===== config.mk =====
export PLATFORM = sky130hd
export DESIGN_NAME = booth_mul_seq
export DESIGN_NICKNAME = d
export VERILOG_FILES = /design/src/rtl/booth_mul_seq.sv
export SDC_FILE = /design/constraint.sdc
export NUM_CORES = 1
export LEC_CHECK = 0
export BUFFER_PORTS_ARGS = -buffer_cell sky130_fd_sc_hd__buf_2
export CAP_MARGIN = 20
export CORE_MARGIN = 5
export CORE_UTILIZATION = 49
export CTS_CLUSTER_SIZE = 12
export DETAILED_ROUTE_END_ITERATION = 8
export GPL_TIMING_DRIVEN = 1
export PLACE_DENSITY = 0.7
export RECOVER_POWER = 25
export SYNTH_ARGS = -nofsm -noshare
export SYNTH_HDL_FRONTEND = slang
export SYNTH_SLANG_ARGS = --single-unit

===== constraint.sdc =====
create_clock -name clk -period 2.35 [get_ports clk]
set_input_delay 0.1175 -clock clk [delete_from_list [all_inputs] [get_ports clk]]
set_output_delay 0.1175 -clock clk [all_outputs]
set_load 0.02 [all_outputs]

===== src/rtl/booth_mul_seq.sv =====
// booth_mul_seq: sequential radix-2 Booth multiplier, one Booth step per clock
module booth_mul_seq #(
  parameter int WIDTH = 4
) (
  input  logic                 clk,
  input  logic                 rst_n,
  input  logic                 start,
  input  logic [WIDTH-1:0]     a,
  input  logic [WIDTH-1:0]     b,
  output logic                 busy,
  output logic                 done,
  output logic [2*WIDTH-1:0]   p
);
  localparam int CW = $clog2(WIDTH + 1);
  typedef enum logic [1:0] {IDLE, CALC, DONE} state_t;
  state_t             state;
  logic [WIDTH:0]     acc, ms, sum;
  logic [WIDTH-1:0]   m, q;
  logic               q_m1;
  logic [CW-1:0]      count;
  assign ms = {m[WIDTH-1], m};
  // Booth add/subtract on the guard-extended accumulator before the shift
  always_comb
    sum = ({q[0], q_m1} == 2'b01) ? acc + ms :
          ({q[0], q_m1} == 2'b10) ? acc - ms : acc;
  // control FSM with datapath registers and registered busy/done/p
  always_ff @(posedge clk or negedge rst_n)
    if (!rst_n) begin
      state <= IDLE;
      busy  <= 1'b0;
      done  <= 1'b0;
      p     <= '0;
      acc   <= '0;
      q     <= '0;
      q_m1  <= 1'b0;
      m     <= '0;
      count <= '0;
    end else
      case (state)
        IDLE: begin
          done <= 1'b0;
          if (start) begin
            m     <= a;
            q     <= b;
            acc   <= '0;
            q_m1  <= 1'b0;
            count <= '0;
            busy  <= 1'b1;
            state <= CALC;
          end
        end
        CALC: begin
          acc   <= {sum[WIDTH], sum[WIDTH:1]};
          q     <= {sum[0], q[WIDTH-1:1]};
          q_m1  <= q[0];
          count <= count + 1'b1;
          if (count == CW'(WIDTH - 1)) state <= DONE;
        end
        DONE: begin
          p     <= {acc[WIDTH-1:0], q};
          done  <= 1'b1;
          busy  <= 1'b0;
          state <= IDLE;
        end
        default: state <= IDLE;
      endcase
endmodule

==> metrics.md, run 1 <==
| Metric | Value |
|---|---|
| Outcome | `finished, final reports clean` |
| Pwr/cell area | `1440 mW/mm2` |
| CP Data Required Time | `2.57 ns` |
| Diodes inserted | `0` |
| Vias in the first global route | `1128` |
| Fin cells | `198` |
| Clock share of power | `12.8%` |
| CP delay by family, top | `flip-flops` |
| Chip width | `65.13 um` |
| Clock sink count | `28` |
| WP buf/inv | `1` |
| Max_cap viols | `0` |
| DR vias | `1094` |
| Skew final | `0.008687 ns` |
| H-tree depth | `1` |
| CP endpoint kind | `register` |
| CP max FO | `7` |
| Hold Fails Final Rpt | `0` |
| Unrepaired setup endpoints after global routing | `no` |
| Die H | `65.13 um` |
| Clock Pin Slew Worst Setup and Hold Paths | `0.15 ns` |
| Final ANT Viol Nets | `0` |
| Seq pwr share | `37.9%` |
| Clock root buffer master | `clkbuf_4` |
| Ys Warns | `0` |
| Sw frac | `41.39%` |
| Tmin final | `1.872 ns` |
| Fin Setup TNS | `0 ns` |
| Fraction of layout instances using a drive strength above 1 | `15.76%` |
| Critical path's slowest cell | `dfrtp_1` |
| Tot GR Track Use | `15.07%` |
| Initial DRT Pass Iterations | `4` |
| Arr. time, crit path | `2.10 ns` |
| Initial core utilization | `50.00%` |
| Endpoint of the worst hold path | `m[3]$_DFFE_PN0P_` |
| Worst slew margin | `1.486%` |
| Synth Area in Adders | `11.09%` |
| Gate power share | `49.4%` |
| Hold_ws | `0.01510 ns` |
| Leak | `0.8237 nW` |
| Internal power | `1.436 mW` |
| Num CTS Buffers | `3` |
| Maximum operating frequency | `0.5342 GHz` |
| Reg2Reg Depth | `6` |
| GRT overflow | `0` |
| DP Worst Slack | `0.5072 ns` |
| DR DRC count | `0` |
| Start point of the critical path | `acc[1]$_DFFE_PN0P_` |
| Flop2flop setup slack | `0.48 ns` |
| Fin. max-slew vios | `0` |
| Critical hold path startpoint | `a[3]` |
| Top cell type's share of synthesized area | `47.06%` |
| FP Rows | `20` |
| Clk buf depth | `2` |
| Crit start category | `register` |
| Worst R2R Start | `acc[1]$_DFFE_PN0P_` |
| XOR/XNOR share of the synthesized area | `1.176%` |
| Drt total wl | `2876 um` |
| Post-DP Area | `0.001610 mm2` |
| Max stage delay on crit path | `0.52 ns` |
| Layout Nets | `189` |
| Wirelength per Cell | `14.53 um` |
| Initial antenna violation count | `0` |
| Final Instance Area | `0.001702 mm2` |
| Area delta synth->final | `14.29%` |
| Synth top area cells | `dfrtp_1 (47%), ha_1 (8.4%), mux2_1 (6.1%), o21ai_1 (4.7%), nand2_1 (3.8%)` |
| Syn_nets | `164` |
| Worst Max-Slew Pin Slew | `1.478 ns` |
| Multiplexer share of the synthesized area | `6.050%` |
| Seq cells post-synth | `28` |
| Final worst slack | `0.4781 ns` |
| DP Wirelength | `2161 um` |
| Crit path cell chain | `inv_1, fa_1, nand2b_1, a31oi_1, o22ai_1, a22o_1` |
| Number of DRC markers in iteration 0 | `36` |
| Switching power | `1.014 mW` |
| PortBufs | `20` |
| Number of synthesized flops with an enable pin | `0` |
| Power, Total | `2.450 mW` |
| Maximum vdd drop | `0.6698 mV` |
| Final core occ | `57.14%` |
| Synth Instances | `141` |
| Kind of critical path | `reg -> reg` |
| Hold depth | `3` |
| Complex-gate fraction of the synthesized area | `16.39%` |
| Avg Cell Area, Syn | `10.56 um2` |
| Main combinational cell family by area after synthesis | `compound AO/OA/AOI/OAI gates` |
| Core Box Area | `0.002978 mm2` |
| Global-route wire length before repair | `5050 um` |
| Cell variety after synth | `34` |
| Ys flop type | `dfrtp_1` |
| HP Class | `in -> reg` |
| Post-Synthesis Cell Area | `0.001489 mm2` |
| Post-synthesis async set-or-reset flop share | `100.0%` |
| CTS tree | `yes` |
| Clk_lat worst skew | `0.32 ns` |
| Setup Viol. Count Final | `0` |
| GPL Wtd Cong | `0.8498` |
| Die area | `0.004241 mm2` |
| Final period util | `79.66%` |
| Fillers | `273` |
| Vias/cell | `5.525` |
| I/O Pins | `21` |
| Simple-Gate Fraction of Synth Area | `14.87%` |
| Placed insts | `190` |
| Reg-to-Reg End | `acc[3]$_DFFE_PN0P_` |
| Largest net degree at the start of global routing | `29` |
| Cell accounting for the most synthesized area | `dfrtp_1` |
| Seq/Total Area, Yosys | `47.06%` |
-- placed cells by master (no fill, tap or decap), types with 2 or more instances in the layout --
cell type,n
nand2b_1,7
inv_1,6
o22ai_1,2
a22oi_1,2
o21a_1,2
o21ai_1,14
xor2_1,2
nor2b_1,4
fa_1,2
o21ai_0,2
ha_1,10
nand2_1,15
mux2_1,8
clkbuf_4,3
nor2_1,3
and3b_1,3
dfrtp_1,28
a21oi_1,8
dlygate4sd3_1,4
buf_2,19
a22o_1,4
-- per-layer routing --
layer / global-route usage [%] / wire length (um) / share of wire, % / up-vias
met4: 2.332 / 10 / 0.35 / 0
met1: 20.31 / 1350 / 47 / 525
met5: 0 / 0 / 0 / -
met2: 25.93 / 1424 / 50 / 20
met3: 2.735 / 90 / 3.1 / 2
li1: - / - / - / 547
-- area by class of cell --
type / instances / area (um2) / share of cell area [%]
multi-input combinational: 102 / 738.2 / 43.38
sequential: 28 / 700.7 / 41.18
timing repair buffer: 25 / 146.4 / 8.603
tap: 33 / 41.29 / 2.426
clock inverter: 1 / 30.03 / 1.765
clock buffer: 3 / 22.52 / 1.324
inverter: 6 / 22.52 / 1.324
-- registers in the layout (all words and copies together), names as in the netlist --
register	count
q	4
done	1
state	2
busy	1
p	8
acc	4
m	4
q_m1	1
count	3
-- Yosys cell counts, types with 3 or more instances --
cell type  number
nand2b_1        7
a22o_1          4
inv_1           6
o21ai_1        14
buf_2           4
and3b_1         3
nor2_1          3
dfrtp_1        28
ha_1           10
nand2_1        15
mux2_1          8
nor2b_1         4
a21oi_1         8
-- power by group through the flow --
stage / logic, mW / clock network (mW) / registers (mW)
finish: 1.21 / 0.313 / 0.927
CTS: 1.22 / 0.323 / 0.928
global placement: 1.17 / 0 / 0.924
detailed placement: 1.20 / 0 / 0.939
floorplan: 0.886 / 0 / 0.938
global route: 1.37 / 0.341 / 0.964
-- repair_timing --
item	in CTS	in global routing
setup endpoints to repair	0	0
setup buffers	0	0
endpoints found under the hold margin	31	0
resized for setup	0	0
hold buffers	4	0
-- logic make-up after synthesis --
logic type	count (synthesis)
adder cells (fa/ha/maj)	12
multiplexers	8
AND/OR/NAND/NOR	40
flip-flops	28
buffers and inverters	11
AO/OA/AOI/OAI	40
XOR/XNOR	2
-- how the worst max path moves through the flow --
stage               depth (start not counted)            endpoint
floorplan                                   7  acc[3]$_DFFE_PN0P_
global placement                            7  acc[3]$_DFFE_PN0P_
detailed placement                          7  acc[3]$_DFFE_PN0P_
CTS                                         6  acc[3]$_DFFE_PN0P_
global route                                6  acc[3]$_DFFE_PN0P_
finish                                      6  acc[3]$_DFFE_PN0P_
-- worst reg2reg max path, delay by kind of cell, from the launching register on --
family          cells  cell delay [ns]
compound gates      3             0.50
simple gates        1             0.17
fa+ha+maj           1             0.46
flops               1             0.52
buf+inv             1             0.13
Note: power is estimated with default switching activity, not from simulation.
==> inputs of run 2 (changes only) <==
--- a/config.mk
+++ b/config.mk
@@ -12,7 +12,7 @@
 export CTS_CLUSTER_SIZE = 12
 export DETAILED_ROUTE_END_ITERATION = 8
 export GPL_TIMING_DRIVEN = 1
-export PLACE_DENSITY = 0.7
+export PLACE_DENSITY = 0.73
 export RECOVER_POWER = 25
 export SYNTH_ARGS = -nofsm -noshare
 export SYNTH_HDL_FRONTEND = slang
==> constraint.sdc (replaced) <==
create_clock -name clk -period 1.7 [get_ports clk]
set_input_delay 0.085 -clock clk [delete_from_list [all_inputs] [get_ports clk]]
set_output_delay 0.085 -clock clk [all_outputs]
set_load 0.02 [all_outputs]
==> metrics.md, run 2 (synthesized netlist as in run 1, its figures left out) <==
| Metric | Value |
|---|---|
| Hold depth | `3 (unchanged)` |
| Maximum operating frequency | `0.5824 GHz (+9.0%)` |
| CP endpoint kind | `register` |
| Worst Max-Slew Pin Slew | `0.7040 ns (-0.7737 ns)` |
| Fin Setup TNS | `-0.02484 ns (-0.02484 ns)` |
| Wirelength per Cell | `15.23 um (+4.9%)` |
| FF/Latch Area | `701.9 um2 (+0.18%)` |
| Met1 usage | `18.47% (-1.8 points)` |
| Diodes inserted | `0 (unchanged)` |
| PortBufs | `20 (unchanged)` |
| Final period util | `101.0% (+21 points)` |
| Hold Fails Final Rpt | `0 (unchanged)` |
| Clk_lat worst skew | `0.33 ns (about the same)` |
| Setup Viol. Count Final | `2 (+2)` |
| GRT Max-Usage Layer | `met2` |
| Layout Nets | `204 (+7.9%)` |
| CP max FO | `3 (-4)` |
| Top reg by flops | `p` |
| Die H | `65.13 um (unchanged)` |
| Outcome | `finished with violations` |
| Worst slew margin | `53.07% (+52 points)` |
| GPL Wtd Cong | `0.8375 (-1.4%)` |
| CP delay by family, top | `adder cells` |
| Final worst slack | `-0.01698 ns (-0.4951 ns)` |
| Clk buf depth | `2 (unchanged)` |
| Core Box Area | `0.002978 mm2 (unchanged)` |
| Clock sink count | `28 (unchanged)` |
| Reg2Reg Depth | `7 (+1)` |
| Max_cap viols | `0 (unchanged)` |
| Arr. time, crit path | `1.96 ns (-0.14 ns)` |
| Maximum vdd drop | `0.8683 mV (+30%)` |
| Area delta synth->final | `27.82%` |
| Leak | `0.9071 nW (+10%)` |
| Most common cell after layout, fill and taps aside | `dfrtp_1` |
| GRT overflow | `0 (unchanged)` |
| DP Wirelength | `2291 um (+6.0%)` |
| Clock Pin Slew Worst Setup and Hold Paths | `0.16 ns (about the same)` |
| Tot GR Track Use | `16.45% (+1.4 points)` |
| Crit path cell chain | `inv_2, ha_4, fa_2, nand2b_4, a31oi_4, o22ai_2, a22o_1` |
| Initial DRT Pass Iterations | `4 (unchanged)` |
| Flop2flop setup slack | `-0.02 ns (-0.50 ns)` |
| Vias in the first global route | `1205 (+6.8%)` |
| Fin. max-slew vios | `0 (unchanged)` |
| Chip width | `65.13 um (unchanged)` |
| Kind of critical path | `reg -> reg` |
| CP Data Required Time | `1.95 ns (-0.62 ns)` |
| Number of DRC markers in iteration 0 | `52 (+44%)` |
| Drt total wl | `3244 um (+13%)` |
| Initial core utilization | `50.00% (unchanged)` |
| Area of the multi-input gates | `822.0 um2 (+11%)` |
| DR DRC count | `0 (unchanged)` |
| Failing checks | `negative setup slack` |
| FP Rows | `20 (unchanged)` |
| CTS tree | `yes` |
| H-tree depth | `1 (unchanged)` |
| Unrepaired setup endpoints after global routing | `yes` |
| Crit start category | `register` |
| Fraction of layout instances using a drive strength above 1 | `30.56% (+15 points)` |
| Max stage delay on crit path | `0.43 ns (-0.09 ns)` |
| Critical path's slowest cell | `dfrtp_1` |
| Vias/cell | `5.446 (-1.4%)` |
| Skew final | `0.007599 ns (-0.001088 ns)` |
| HP Class | `in -> reg` |
| Global-route wire length before repair | `5382 um (+6.6%)` |
| WP buf/inv | `1 (unchanged)` |
| I/O Pins | `21 (unchanged)` |
| Max reg flops | `8 (unchanged)` |
| Num CTS Buffers | `3 (unchanged)` |
| Initial antenna violation count | `0 (unchanged)` |
| Final ANT Viol Nets | `0 (unchanged)` |
| Largest net degree at the start of global routing | `29 (unchanged)` |
| WP depth | `7 (+1)` |
| DR vias | `1160 (+6.0%)` |
| Fillers | `244 (-11%)` |
| Commonest non-fill, non-tap cells in the layout | `dfrtp_1 (27), buf_2 (19), nand2_1 (15), o21ai_1 (15), buf_4 (15)` |
| Met2 Use GR | `30.78% (+4.9 points)` |
| Tmin final | `1.717 ns (-0.1549 ns)` |
| Clock root buffer master | `clkbuf_4` |
| Die area | `0.004241 mm2 (unchanged)` |
| Hold_ws | `0.05451 ns (+0.03942 ns)` |
| M3 GR Usage | `2.906% (+0.17 points)` |
| Pwr/cell area | `2071 mW/mm2 (+44%)` |
run 2: cell count changes in the layout (fill, tap and decap cells not counted), sizes merged:
cell	previous run	this run
buf	20	34
dlygate4sd3	4	5
run 2: tightest hold or removal path: stages:
cell and delay (ns):
buf_2 0.08, a22oi_1 0.05, o21ai_1 0.13
run 2: repair_timing:
item / in CTS / in global routing
hold buffers: 5 / 0
pin swaps: 7 / 6
setup buffers: 4 / 1
resized for setup: 7 / 9
hold endpoints to repair: 32 / 0
endpoints found under the setup margin: 3 / 4
run 2: area by class of cell:
class                   count  share of cell area (%)
clock buffers               3                   1.183
flip-flops and latches     28                   36.88
clock inverters             1                   1.578
multi-input cells         102                   43.20
well taps                  33                   2.170
inverters                   6                   1.183
repair buffers             40                   13.81
run 2: final timing paths:
check | endpoint | start
max in group asynchronous | acc[1]$_DFFE_PN0P_ | rst_n
worst max register to register | acc[3]$_DFFE_PN0P_ | acc[0]$_DFFE_PN0P_
worst min register to register | done$_DFFE_PN0P_ | done$_DFFE_PN0P_
min in group asynchronous | m[1]$_DFFE_PN0P_ | rst_n
worst min-delay path | q[3]$_DFFE_PN0P_ | b[3]
worst max-delay path | acc[3]$_DFFE_PN0P_ | acc[0]$_DFFE_PN0P_
run 2: layer usage:
layer | vias up | wire length, um | share of wire, %
li1 | 574 | - | -
met1 | 557 | 1402 | 43
met2 | 23 | 1688 | 52
met3 | 6 | 105 | 3.2
met4 | 0 | 48 | 1.5
met5 | - | 0 | 0
run 2: per-stage QoR:
step | power [mW] | setup slack, ns | cell area, um2 | cells | util (%)
final | 3.942 | -0.01698 | 1903 | 213 | 63.91
after global routing | 4.279 | -0.1133 | 1903 | 213 | 63.91
after CTS | 3.759 | -0.04816 | 1843 | 212 | 61.89
after detailed placement | 3.104 | -0.07682 | 1680 | 199 | 56.43
after global placement | 3.005 | -0.02217 | 1680 | 199 | 56.43
after floorplan | 2.527 | 0.01646 | 1491 | 141 | -
run 2: power breakdown:
part	switching [mW]	internal [mW]	total, mW
logic	1.10	1.13	2.24
registers	0.294	0.970	1.26
clock network	0.203	0.239	0.442
==> inputs of run 3 (changes only) <==
--- a/config.mk
+++ b/config.mk
@@ -7,7 +7,7 @@
 export LEC_CHECK = 0
 export BUFFER_PORTS_ARGS = -buffer_cell sky130_fd_sc_hd__buf_2
 export CAP_MARGIN = 20
-export CORE_MARGIN = 5
+export CORE_MARGIN = 2
 export CORE_UTILIZATION = 49
 export CTS_CLUSTER_SIZE = 12
 export DETAILED_ROUTE_END_ITERATION = 8
==> constraint.sdc (replaced) <==
create_clock -name clk -period 1.7 [get_ports clk]
set_input_delay 0.085 -clock clk [delete_from_list [all_inputs] [get_ports clk]]
set_output_delay 0.085 -clock clk [all_outputs]
set_load 0.01 [all_outputs]
==> metrics.md, run 3 (synthesized netlist as in run 1, its figures left out) <==
| Metric | Value |
|---|---|
| Outcome | `finished with violations` |
| Failing checks | `negative setup slack` |
| Final Instance Area | `0.001893 mm2 (-0.53%)` |
| Wirelength per Cell | `14.88 um (-2.3%)` |
| Unrepaired setup endpoints after global routing | `yes` |
| Kind of critical path | `reg -> reg` |
| Crit path capture | `acc[0]$_DFFE_PN0P_` |
| Layout Nets | `202 (-0.98%)` |
| Fin. max-slew vios | `0 (unchanged)` |
| Skew final | `0.003951 ns (-0.003648 ns)` |
| Crit start category | `register` |
| Vias/cell | `5.452 (+0.12%)` |
| Final core occ | `63.57% (-0.34 points)` |
| Initial DRT Pass Iterations | `5 (+1)` |
| CP Data Required Time | `1.92 ns (-0.03 ns)` |
| CP max FO | `3 (unchanged)` |
| CTS tree | `yes` |
| GRT overflow | `0 (unchanged)` |
| WP buf/inv | `0 (-1)` |
| DR vias | `1145 (-1.3%)` |
| Diodes inserted | `0 (unchanged)` |
| Tmin final | `1.701 ns (-0.01568 ns)` |
| WP depth | `5 (-2)` |
| Tot GR Track Use | `19.05% (+2.6 points)` |
| CP delay by family, top | `adder cells` |
| Die area | `0.003496 mm2 (-18%)` |
| Pwr/cell area | `2012 mW/mm2 (-2.9%)` |
| Max stage delay on crit path | `0.47 ns (+0.04 ns)` |
| HP Class | `in -> reg` |
| Fraction of layout instances using a drive strength above 1 | `31.64% (+1.1 points)` |
| Reg-to-Reg End | `acc[0]$_DFFE_PN0P_` |
| Clock root buffer master | `clkbuf_4` |
| Clock Pin Slew Worst Setup and Hold Paths | `0.13 ns (-0.03 ns)` |
| Clk buf depth | `2 (unchanged)` |
| Worst Max-Slew Pin Slew | `0.6915 ns (-0.01244 ns)` |
| Post-DP Area | `0.001680 mm2 (unchanged)` |
| Worst R2R Start | `m[0]$_DFFE_PN0P_` |
| Met1 usage | `25.28% (+6.8 points)` |
| DR DRC count | `0 (unchanged)` |
| Crit path cell chain | `ha_2, fa_1, mux2_4, a21oi_4, o21ai_1` |
| Setup Viol. Count Final | `1 (-1)` |
| Initial antenna violation count | `0 (unchanged)` |
| DP Worst Slack | `-0.05885 ns (+0.01797 ns)` |
| Top reg by flops | `p` |
| GPL Wtd Cong | `0.8345 (-0.36%)` |
| Hold Fails Final Rpt | `0 (unchanged)` |
| Max_cap viols | `0 (unchanged)` |
| Die H | `59.13 um (-9.2%)` |
| FP Rows | `20 (unchanged)` |
| PortBufs | `20 (unchanged)` |
| Reg2Reg Depth | `5 (-2)` |
| Flop2flop setup slack | `-0.001 ns (+0.02 ns)` |
| Area delta synth->final | `27.14%` |
| H-tree depth | `1 (unchanged)` |
| DP Wirelength | `2189 um (-4.4%)` |
| Start point of the critical path | `m[0]$_DFFE_PN0P_` |
| Initial core utilization | `50.00% (unchanged)` |
| Largest net degree at the start of global routing | `29 (unchanged)` |
| Leak | `0.8887 nW (-2.0%)` |
| Critical path's slowest cell | `dfrtp_2` |
| Final ANT Viol Nets | `0 (unchanged)` |
| I/O Pins | `21 (unchanged)` |
| Power, Total | `3.809 mW (-3.4%)` |
| Worst slew margin | `53.90% (+0.83 points)` |
| Core Box Area | `0.002978 mm2 (unchanged)` |
| Most common cell after layout, fill and taps aside | `dfrtp_1` |
| Vias in the first global route | `1117 (-7.3%)` |
| Fin cells | `210 (-1.4%)` |
| Num CTS Buffers | `3 (unchanged)` |
| M3 GR Usage | `2.620% (-0.29 points)` |
| GRT Max-Usage Layer | `met2` |
| Clock sink count | `28 (unchanged)` |
| Maximum vdd drop | `0.8586 mV (-1.1%)` |
| Number of DRC markers in iteration 0 | `48 (-7.7%)` |
| Final period util | `100.1% (-0.92 points)` |
| Clk_lat worst skew | `0.32 ns (about the same)` |
| Max reg flops | `8 (unchanged)` |
| Met2 Use GR | `32.86% (+2.1 points)` |
| Global-route wire length before repair | `5030 um (-6.5%)` |
| CP endpoint kind | `register` |
| Chip width | `59.13 um (-9.2%)` |
| Arr. time, crit path | `1.92 ns (-0.04 ns)` |
| Drt total wl | `3124 um (-3.7%)` |
| Maximum operating frequency | `0.5878 GHz (+0.92%)` |
| Final worst slack | `-0.001298 ns (+0.01568 ns)` |
| Placed insts | `199 (unchanged)` |
| Commonest non-fill, non-tap cells in the layout | `dfrtp_1 (26), buf_2 (19), nand2_1 (15), o21ai_1 (15), buf_4 (10)` |
run 3: worst min path at each step:
stage,from,endpoint,slack [ns],cells past startpoint
finish,b[3],q[3]$_DFFE_PN0P_,0.07,3
global route,b[3],q[3]$_DFFE_PN0P_,0.07,3
CTS,b[3],q[3]$_DFFE_PN0P_,0.05,3
detailed placement,rst_n,m[1]$_DFFE_PN0P_,0.14,1
global placement,rst_n,m[1]$_DFFE_PN0P_,0.13,1
floorplan,rst_n,acc[0]$_DFFE_PN0P_,-0.21,0
run 3: worst register-to-register path, stage by stage (launching register included):
cell	delay, ns
dfrtp_2	0.47
ha_2	0.21
fa_1	0.44
mux2_4	0.30
a21oi_4	0.12
o21ai_1	0.07
run 3: what timing repair did:
action,in CTS,in global routing
pin swaps,6,11
endpoints found under the hold margin,32,0
resized for setup,7,19
endpoints found under the setup margin,3,4
setup buffers,3,0
hold buffers,5,0
run 3: routing by layer:
metal	vias up	wire length, um
met3	4	69
met2	19	1585
met5	-	0
li1	565	-
met1	557	1444
met4	0	25
run 3: cell type report:
class	count	area, um2
fillers	246	1085
well taps	33	41.29
flip-flops and latches	28	703.2
inverters	6	22.52
clock buffers	3	22.52
multi-input cells	102	844.6
repair buffers	38	259.0
run 3: power by group:
part	leakage, nW	switching, mW	internal [mW]
Combinational	0.527	1.09	1.18
Clock	0.0138	0.181	0.0831
Sequential	0.348	0.299	0.973
run 3: stage by stage:
step / hold slack, ns / TNS, ns
after floorplan: -0.2106 / 0
after global placement: 0.1336 / -0.01962
after detailed placement: 0.1396 / -0.07488
after CTS: 0.05154 / -0.007659
after global routing: 0.07068 / -0.1148
final: 0.06593 / -0.001298
